`config.mk`:
```
export PLATFORM = sky130hd
export DESIGN_NAME = fir_iq_sched
export DESIGN_NICKNAME = d
export VERILOG_FILES = /design/src/rtl/fir_sched_pkg.sv /design/src/rtl/fir_iq_sched_rr_arbiter.sv /design/src/rtl/fir_iq_sched.sv
export SDC_FILE = /design/constraint.sdc
export NUM_CORES = 1
export LEC_CHECK = 0
export CAP_MARGIN = 20
export CELL_PAD_IN_SITES_DETAIL_PLACEMENT = 1
export CELL_PAD_IN_SITES_GLOBAL_PLACEMENT = 1
export CORE_MARGIN = 8
export CORE_UTILIZATION = 39
export CTS_BUF_LIST = sky130_fd_sc_hd__clkbuf_4 sky130_fd_sc_hd__clkbuf_8
export DETAILED_ROUTE_END_ITERATION = 8
export PLACE_DENSITY = 0.93
export REMOVE_ABC_BUFFERS = 1
export SYNTH_ARGS = -nofsm -noshare
export SYNTH_HDL_FRONTEND = slang
export SYNTH_HIERARCHICAL = 1
export SYNTH_SLANG_ARGS = --single-unit
```
`constraint.sdc`:
```
create_clock -name adc_clk -period 2.3 [get_ports adc_clk]
set_input_delay 0.345 -clock adc_clk [delete_from_list [all_inputs] [get_ports adc_clk]]
set_output_delay 0.345 -clock adc_clk [all_outputs]
set_load 0.005 [all_outputs]
```
`src/rtl/fir_sched_pkg.sv`:
```
// Shared types and the round-robin search used by the FIR engine scheduler.
package fir_sched_pkg;

  typedef enum logic [1:0] {IDLE, ISSUE, WAIT, DELIVER} state_t;

  localparam int NCHAN_MAX = 8;

  // Returns {found, index} of the first pending channel after last_grant, wrapping at nchan.
  function automatic logic [3:0] rr_next(input logic [NCHAN_MAX-1:0] pending,
                                         input logic [2:0] last_grant,
                                         input int nchan);
    logic [3:0] res;
    int idx;
    res = '0;
    for (int k = NCHAN_MAX; k >= 1; k--) begin
      idx = int'(last_grant) + k;
      if (idx >= nchan) idx = idx - nchan;
      if (k <= nchan && pending[idx[2:0]]) res = {1'b1, idx[2:0]};
    end
    return res;
  endfunction

endpackage

```
`src/rtl/fir_iq_sched_rr_arbiter.sv`:
```
// Combinational round-robin arbiter: picks the next pending channel after last_grant.
module rr_arbiter
  import fir_sched_pkg::*;
#(
  parameter int NCHAN = 4
) (
  input  logic [NCHAN-1:0]         pending,
  input  logic [$clog2(NCHAN)-1:0] last_grant,
  output logic [$clog2(NCHAN)-1:0] grant,
  output logic                     grant_valid
);

  localparam int CW = $clog2(NCHAN);

  logic [NCHAN_MAX-1:0] pend_ext;
  logic [2:0]           last_ext;
  logic [3:0]           pick;

  always_comb begin
    pend_ext = '0;
    pend_ext[NCHAN-1:0] = pending;
    last_ext = '0;
    last_ext[CW-1:0] = last_grant;
    pick = rr_next(pend_ext, last_ext, NCHAN);
    grant = pick[CW-1:0];
    grant_valid = pick[3];
  end

endmodule

```
`src/rtl/fir_iq_sched.sv`:
```
// Round-robin scheduler sharing one sequential I/Q FIR MAC engine among NCHAN channels.
module fir_iq_sched
  import fir_sched_pkg::*;
#(
  parameter int NCHAN    = 4,
  parameter int WIDTH    = 24,
  parameter int MAX_WAIT = 64
) (
  input  logic                     adc_clk,
  input  logic                     reset,
  input  logic                     enable,
  input  logic [NCHAN-1:0]         req_strobe,
  input  logic [NCHAN*WIDTH-1:0]   req_data_i,
  input  logic [NCHAN*WIDTH-1:0]   req_data_q,
  output logic                     eng_start,
  output logic [WIDTH-1:0]         eng_data_i,
  output logic [WIDTH-1:0]         eng_data_q,
  input  logic                     eng_done,
  input  logic [WIDTH-1:0]         eng_res_i,
  input  logic [WIDTH-1:0]         eng_res_q,
  output logic [NCHAN-1:0]         out_strobe,
  output logic [WIDTH-1:0]         out_data_i,
  output logic [WIDTH-1:0]         out_data_q,
  output logic [$clog2(NCHAN)-1:0] out_chan,
  output logic [NCHAN-1:0]         overrun,
  output logic                     timeout,
  input  logic                     flags_clr
);

  localparam int CW = $clog2(NCHAN);
  localparam int TW = $clog2(MAX_WAIT + 1);
  localparam logic [TW-1:0] WAIT_LAST = TW'(MAX_WAIT - 1);
  localparam logic [TW-1:0] WAIT_MAX  = TW'(MAX_WAIT);

  state_t state, state_nxt;
  logic [NCHAN-1:0]        pending;
  logic signed [WIDTH-1:0] hold_i [NCHAN];
  logic signed [WIDTH-1:0] hold_q [NCHAN];
  logic [CW-1:0]           grant, last_grant, arb_grant;
  logic                    arb_valid;
  logic [TW-1:0]           wait_cnt;
  logic                    timeout_evt;
  logic [NCHAN-1:0]        issue_mask, ovr_evt;
  logic                    done_p0;
  logic signed [WIDTH-1:0] res_i_p0, res_q_p0;

  rr_arbiter #(.NCHAN(NCHAN)) u_arb (
    .pending    (pending),
    .last_grant (last_grant),
    .grant      (arb_grant),
    .grant_valid(arb_valid)
  );

  assign issue_mask = (state == ISSUE) ? (NCHAN'(1) << grant) : '0;
  // A strobe on the channel being issued refills it without overrun: its old sample is consumed.
  assign ovr_evt    = enable ? (req_strobe & pending & ~issue_mask) : '0;

  assign eng_start  = (state == ISSUE);
  assign eng_data_i = eng_start ? hold_i[grant] : '0;
  assign eng_data_q = eng_start ? hold_q[grant] : '0;
  assign out_strobe = (state == DELIVER) ? (NCHAN'(1) << grant) : '0;

  always_comb begin
    state_nxt   = state;
    timeout_evt = 1'b0;
    case (state)
      IDLE:    if (arb_valid) state_nxt = ISSUE;
      ISSUE:   state_nxt = WAIT;
      WAIT: begin
        if (done_p0) begin
          state_nxt = DELIVER;
        end else if (wait_cnt == WAIT_LAST) begin
          state_nxt   = IDLE;
          timeout_evt = 1'b1;
        end
      end
      DELIVER: state_nxt = IDLE;
      default: state_nxt = IDLE;
    endcase
    if (!enable) begin
      state_nxt   = IDLE;
      timeout_evt = 1'b0;
    end
  end

  always_ff @(posedge adc_clk) begin
    if (reset) begin
      state      <= IDLE;
      pending    <= '0;
      grant      <= '0;
      last_grant <= CW'(NCHAN - 1);
      wait_cnt   <= '0;
      done_p0    <= 1'b0;
      overrun    <= '0;
      timeout    <= 1'b0;
      out_data_i <= '0;
      out_data_q <= '0;
      out_chan   <= '0;
    end else begin
      state   <= state_nxt;
      done_p0 <= eng_done && (state == WAIT) && enable;
      pending <= enable ? ((pending & ~issue_mask) | req_strobe) : '0;
      overrun <= (overrun & ~{NCHAN{flags_clr}}) | ovr_evt;
      timeout <= (timeout & ~flags_clr) | timeout_evt;
      if (state == IDLE && state_nxt == ISSUE) begin
        grant      <= arb_grant;
        last_grant <= arb_grant;
      end
      if (state == ISSUE) begin
        wait_cnt <= '0;
      end else if (state == WAIT && wait_cnt != WAIT_MAX) begin
        wait_cnt <= wait_cnt + 1'b1;
      end
      if (state == WAIT && state_nxt == DELIVER) begin
        out_data_i <= res_i_p0;
        out_data_q <= res_q_p0;
        out_chan   <= grant;
      end
    end
  end

  // Data path: sample holds and the engine-result stage carry no reset.
  always_ff @(posedge adc_clk) begin
    for (int c = 0; c < NCHAN; c++) begin
      if (enable && req_strobe[c]) begin
        hold_i[c] <= req_data_i[c*WIDTH +: WIDTH];
        hold_q[c] <= req_data_q[c*WIDTH +: WIDTH];
      end
    end
    res_i_p0 <= eng_res_i;
    res_q_p0 <= eng_res_q;
  end

endmodule

```
# After elaboration in Yosys (flattened, before gate mapping)

Memory sizes are Yosys's and may differ from the RTL's. A register that Yosys moved wholly into a read port is not among the register bits.
Index checks and enable logic that the tools add are counted.

Reduce and logical (&&, ||, !) cells: 12
Shift-type cells: 1
Order comparisons: 8
Mux-type cells: 42
$add $sub $neg: 9
Bitwise logic cells: 12
Multipliers: 0
Equal/unequal tests: 7
Divide/modulo/power cells: 0

Operators by type and width:

| kind                                                                | number |
|---|---|
| greater-or-equal comparator 32 x 4 -> 1 bit (second input constant) | 3 |
| two-way mux 24 bit                                                  | 2 |
| two-way mux 4 bit                                                   | 7 |
| AND 4 bit                                                           | 4 |
| less-than comparator 3 x 4 -> 1 bit (second input constant)         | 4 |
| two-way mux 1 bit                                                   | 16 |
| two-way mux 2 bit                                                   | 8 |
| binary-select mux 1 bit (select 3 bit)                              | 4 |
| two-way mux 3 bit                                                   | 4 |
| subtractor 3 bit (second input constant)                            | 4 |
| logical AND 1 bit                                                   | 9 |
| NOT 4 bit                                                           | 2 |
| OR 4 bit                                                            | 2 |
| case mux 2 bit (4 select lines)                                     | 1 |
| adder 7 x 1 -> 7 bit (second input constant)                        | 1 |
| equality test 7 x 6 -> 1 bit (second input constant)                | 1 |
| != test 7 bit (second input constant)                               | 1 |
| adder 2 x 2 -> 3 bit (second input constant)                        | 2 |
| equality test 2 bit (second input constant)                         | 3 |
| adder 2 x 3 -> 4 bit (second input constant)                        | 1 |
| equality test 2 x 1 -> 1 bit (second input constant)                | 2 |
| greater-or-equal comparator 4 x 3 -> 1 bit (second input constant)  | 1 |
| OR reduction 2 bit                                                  | 2 |
| left shift 1 x 2 -> 4 bit (first input constant)                    | 1 |
| 5 further kinds                                                     | 6 |

RAM bits: 192
Word-level logic and storage cells: 106
ROM bits: 0
Flip-flop bits (word level): 121
Bits of input ports: 249
Bits in latches: 0
Output and inout bits: 108
Memories kept: 2

Memory list:

| name   | depth | bits a word | rd ports | clocked after memory_dff | wr ports | line               | RTL |
|---|---|---|---|---|---|---|---|
| hold_i | 4     | 24          | 1        | 1                        | 4        | fir_iq_sched.sv:37 | `logic signed [WIDTH-1:0] hold_i [NCHAN];` |
| hold_q | 4     | 24          | 1        | 1                        | 4        | fir_iq_sched.sv:38 | `logic signed [WIDTH-1:0] hold_q [NCHAN];` |

# Logic depth before layout (Yosys ltp)

Word-level depth: 16
Gate-level depth with buffers: 7
Gate-level depth less buffers: 6

# Modules after synthesis

The synthesis kept the hierarchy.

By module, submodules not included:

| module       | area an instance (um2) | instances | cells each |
|---|---|---|---|
| fir_iq_sched | 11178.2                | 1         | 720 |
| rr_arbiter   | 172.7                  | 1         | 27 |

# Worst setup path after synthesis

OpenSTA, ideal clock, no wires.

Path type: input -> register
From: input port enable
To: register overrun[1]
Path slack: 0.164 ns
Stages: 4
Data arrival time: 2.065 ns
Buffers on the path: 1
Cells stage by stage: buf_2 and2_1 o211ai_1 a21oi_1

Word-level cells in the longest chain between the ends: 2

Ends and longest elaborated chain:

| element              | line                | RTL |
|---|---|---|
| start, declared      | fir_iq_sched.sv:11  | `input logic enable,` |
| two-way mux 4 bit    | fir_iq_sched.sv:56  | `assign ovr_evt = enable ? (req_strobe & pending & ~issue_mask) : '0;` |
| OR 4 bit             | fir_iq_sched.sv:103 | `overrun <= (overrun & ~{NCHAN{flags_clr}}) \| ovr_evt;` |
| end signal, assigned | fir_iq_sched.sv:103 |  |
| end, declared        | fir_iq_sched.sv:25  | `output logic [NCHAN-1:0] overrun,` |

No other way between the ends.
A chain may end at the register's enable or synchronous reset.

==> results.tsv <==
stage	metric	value	unit
detailed_routing	drt_wl_total	47000	um
synth	synth_seq_cells	315	
synth	synth_enable_flop_cells	192	
timing	finalMaxSlewViolations	0	
global_route	grt_pass1_wl	66800	um
cts	clk-insertion-delay-late	0.58	ns
timing	postLayoutSetupSlackWorst	-0.149	ns
timing	maxSlewHeadroom	0.598	
worst_setup_path	criticalPathCategory	flip-flop to output pin	
worst_setup_path	regToRegStartpoint	last_grant[1]$_SDFFE_PP1P_	
synth	yosysWarnings	6	
synth	synth_area_leaders	edfxtp_1, dfxtp_1, mux4_2	
global_route	grt_max_degree	52	
worst_setup_path	cp.required	1.96	ns
timing	timing.final.crit_share	1.06	
global_route	antenna_found_initial	12	
power	irDropWorstVdd	0.454	mV
outcome	violations	setup timing	
timing	worst_pin_slew	0.603	ns
min_path	hp-class	primary input to flip-flop	
synth	synth-seq-area-share	0.725	
synth	syn_area	11400	sq um
power	netSwitchingFraction	0.238	
worst_setup_path	crit_path_end_kind	output pin	
synth	async_flop_share	0	
worst_setup_path	slowest_stage	mux4_2	
min_path	min_delay_path_depth	1	
cells_and_area	nets	1409	
cts	cts_tree	built	
detailed_routing	drtIter0Drc	598	
die	dieArea	34800	sq um
synth	yosysTopAreaCell	edfxtp_1	
cts	cts_max_level	2	
synth	netlist_instances	747	
synth	synthFlopType	edfxtp_1	
cells_and_area	stdcell_count	1594	
cts	cts_hold_buf	0	
cells_and_area	multi_input_area	2970	sq um
die	io_pins	357	
synth	synth.avg_cell_area	15.2	sq um
cells_and_area	fillers	2702	
detailed_routing	ant_nets	0	
timing	timing.hold.ws	0.228	ns
synth	netlist.area_leader.share	0.508	
power	power_frac_seq	0.505	
timing	skew	0.0177	ns
worst_setup_path	crit_chain	buf_12 -> buf_8 -> buf_6 -> mux4_2 -> and2_4 -> buf_6	
timing	min_period	2.45	ns
placement	dp_slack	0.0379	ns
cts	cts_buffers	54	
cells_and_area	seqCellArea	8240	sq um
min_path	min_to	res_q_p0[16]$_DFF_P_	
worst_setup_path	critPathMaxFanout	5	
min_path	min_from	eng_res_q[16]	
flow_run	drv_cap	0	
placement	port_buffers	356	
timing	rsz0062_at_grt	true	
power	clkPwrFrac	0.404	
cts	root_buffer	clkbuf_8	
worst_setup_path	startpoint_type	flip-flop	
detailed_routing	post_drt_wl_per_cell	29.5	um
placement	routabilityCongestion	0.836	
worst_setup_path	critPathMaxStageDelay	0.50	ns
cts	cts.path.max_buffers	3	
cts	clk_pin_slew	0.06	ns
cts	cts.sinks	315	
worst_setup_path	crit_path_frequent_cell	buf_6	
global_route	grt_pass1_vias	9295	
die	num_rows	62	
synth	yosysUniqueCellTypes	48	
die	initial_core_util	0.395	
placement	hpwlAfterDp	29300	um
power	netSwitchingPower	3.04	mW
worst_setup_path	worstPathArrival	2.10	ns
timing	hold_viol_final	0	
detailed_routing	drtPass1Iterations	5	
cells_and_area	drive_gt1_frac	0.244	
global_route	grt_remaining_overflow	0	
timing	totalNegativeSetupSlack	-3.69	ns
worst_setup_path	reg2reg_slack	0.31	ns
die	dieHeight	187	um
placement	numPlacedInstances	1462	
power	p_per_area	747	nW/um^2
outcome	status	complete, but fails checks	
detailed_routing	vias_per_cell	5.34	
timing	setup-violations-final	48	
power	p_int	9.74	mW
power	pwr-share-comb	0.091	
power	power.leakage	6.08	nW
timing	max_freq	0.408	GHz
cells_and_area	area_growth	50.8	%
detailed_routing	drc	0	
die	fp.dieW	187	um
global_route	grt_use_total	0.258	
die	core-area	28700	sq um
detailed_routing	vias	8519	
worst_setup_path	ff2ff_path_depth	6	
-- worst max-delay path by stage --
stage                     end  slack (ns)  depth (start not counted)
6_report       eng_data_i[20]       -0.15                          6
5_1_grt        eng_data_i[21]       -0.22                          6
4_1_cts        eng_data_q[12]       -0.20                          6
3_5_place_dp   eng_data_i[14]        0.04                          4
3_3_place_gp    eng_data_i[0]        0.11                          4
2_1_floorplan   eng_data_i[0]       -0.94                          2
-- synth_stat cells (3+ instances only) --
cell type,instances
a21boi_0,6
a21oi_1,67
and2_1,52
and3_1,4
buf_2,17
buf_6,4
clkbuf_1,23
dfxtp_1,123
edfxtp_1,192
ha_1,3
inv_1,17
mux2i_1,3
mux4_2,49
nand2_1,113
nand2b_1,8
nor2_1,14
nor2b_1,3
nor4bb_1,3
o21ai_0,5
o31ai_1,5
o32ai_1,3
or3b_2,3
-- power by group through the flow --
stage,clock (mW),sequential [mW],combinational [mW]
global placement,0,6.52,0.949
CTS,5.15,6.44,1.12
global route,5.51,6.47,1.21
finish,5.17,6.45,1.16
floorplan,0,6.51,0.284
detailed placement,0,6.55,1.01
-- cells by family after synthesis --
kind of cell	synth area share
buffers and inverters	0.0250
adders and majority gates	0.00331
AOI/OAI and AO/OA	0.0521
xor gates and xnor gates	0.000772
muxes	0.0999
DFF	0.725
and+or+nand+nor	0.0940
-- through the flow --
step | cell area (sq um) | util | power (mW)
floorplan | 11100 | - | 6.79
global placement | 15500 | 0.539 | 7.47
detailed placement | 15500 | 0.539 | 7.55
CTS | 17000 | 0.592 | 12.7
global route | 17100 | 0.596 | 13.2
finish | 17100 | 0.596 | 12.8
-- flip-flops by register name, indices dropped and copies added (netlist names), 7 cells and up, named ones only --
signal and cells:
hold_i 96, hold_q 96, out_data_i 24, out_data_q 24, res_i_p0 24, res_q_p0 24
wait_cnt 7
-- layout make-up --
cell class | instances | area share
Sequential cell | 315 | 0.481
Clock inverter | 25 | 0.00884
Tap cell | 384 | 0.0281
Timing Repair Buffer | 399 | 0.250
Inverter | 17 | 0.00373
Clock buffer | 73 | 0.0536
Multi-Input combinational cell | 370 | 0.173
Antenna cell | 11 | 0.00161
-- metal layers --
| metal | part of all wire | track usage | vias to the layer above |
|---|---|---|---|
| li1 | - | - | 3573 |
| met1 | 0.35 | 0.287 | 4312 |
| met2 | 0.51 | 0.451 | 539 |
| met3 | 0.11 | 0.0986 | 85 |
| met4 | 0.027 | 0.0834 | 10 |
| met5 | 0.0014 | 0 | - |
-- worst max-delay path: cells and delay by family, from the launching register on --
kind,cells,cell delay (ns)
buffers and inverters,4,0.48
flip-flops,1,0.37
multiplexers,1,0.50
AND/OR/NAND/NOR,1,0.17
-- repair_timing --
item	in CTS	in global routing
cloned	4	1
hold endpoints to repair	0	0
resized for setup	298	30
pin swaps	47	0
endpoints found under the setup margin	52	51
setup buffers	15	9
-- placed cells by master (no fill, tap or decap), drive strengths merged, types with 4 or more instances in the layout --
cell type      instances
o21ai                  5
buf                   90
inv                   19
dfxtp                123
clkdlybuf4s50        303
clkbuf                74
o31ai                  5
mux4                  49
diode                 11
and3                   4
and2                  53
edfxtp               192
clkinv                20
nor2                  14
nand2b                 8
a21boi                 6
a21oi                 67
nand2                113
Note: power is estimated with default switching activity, not from simulation.
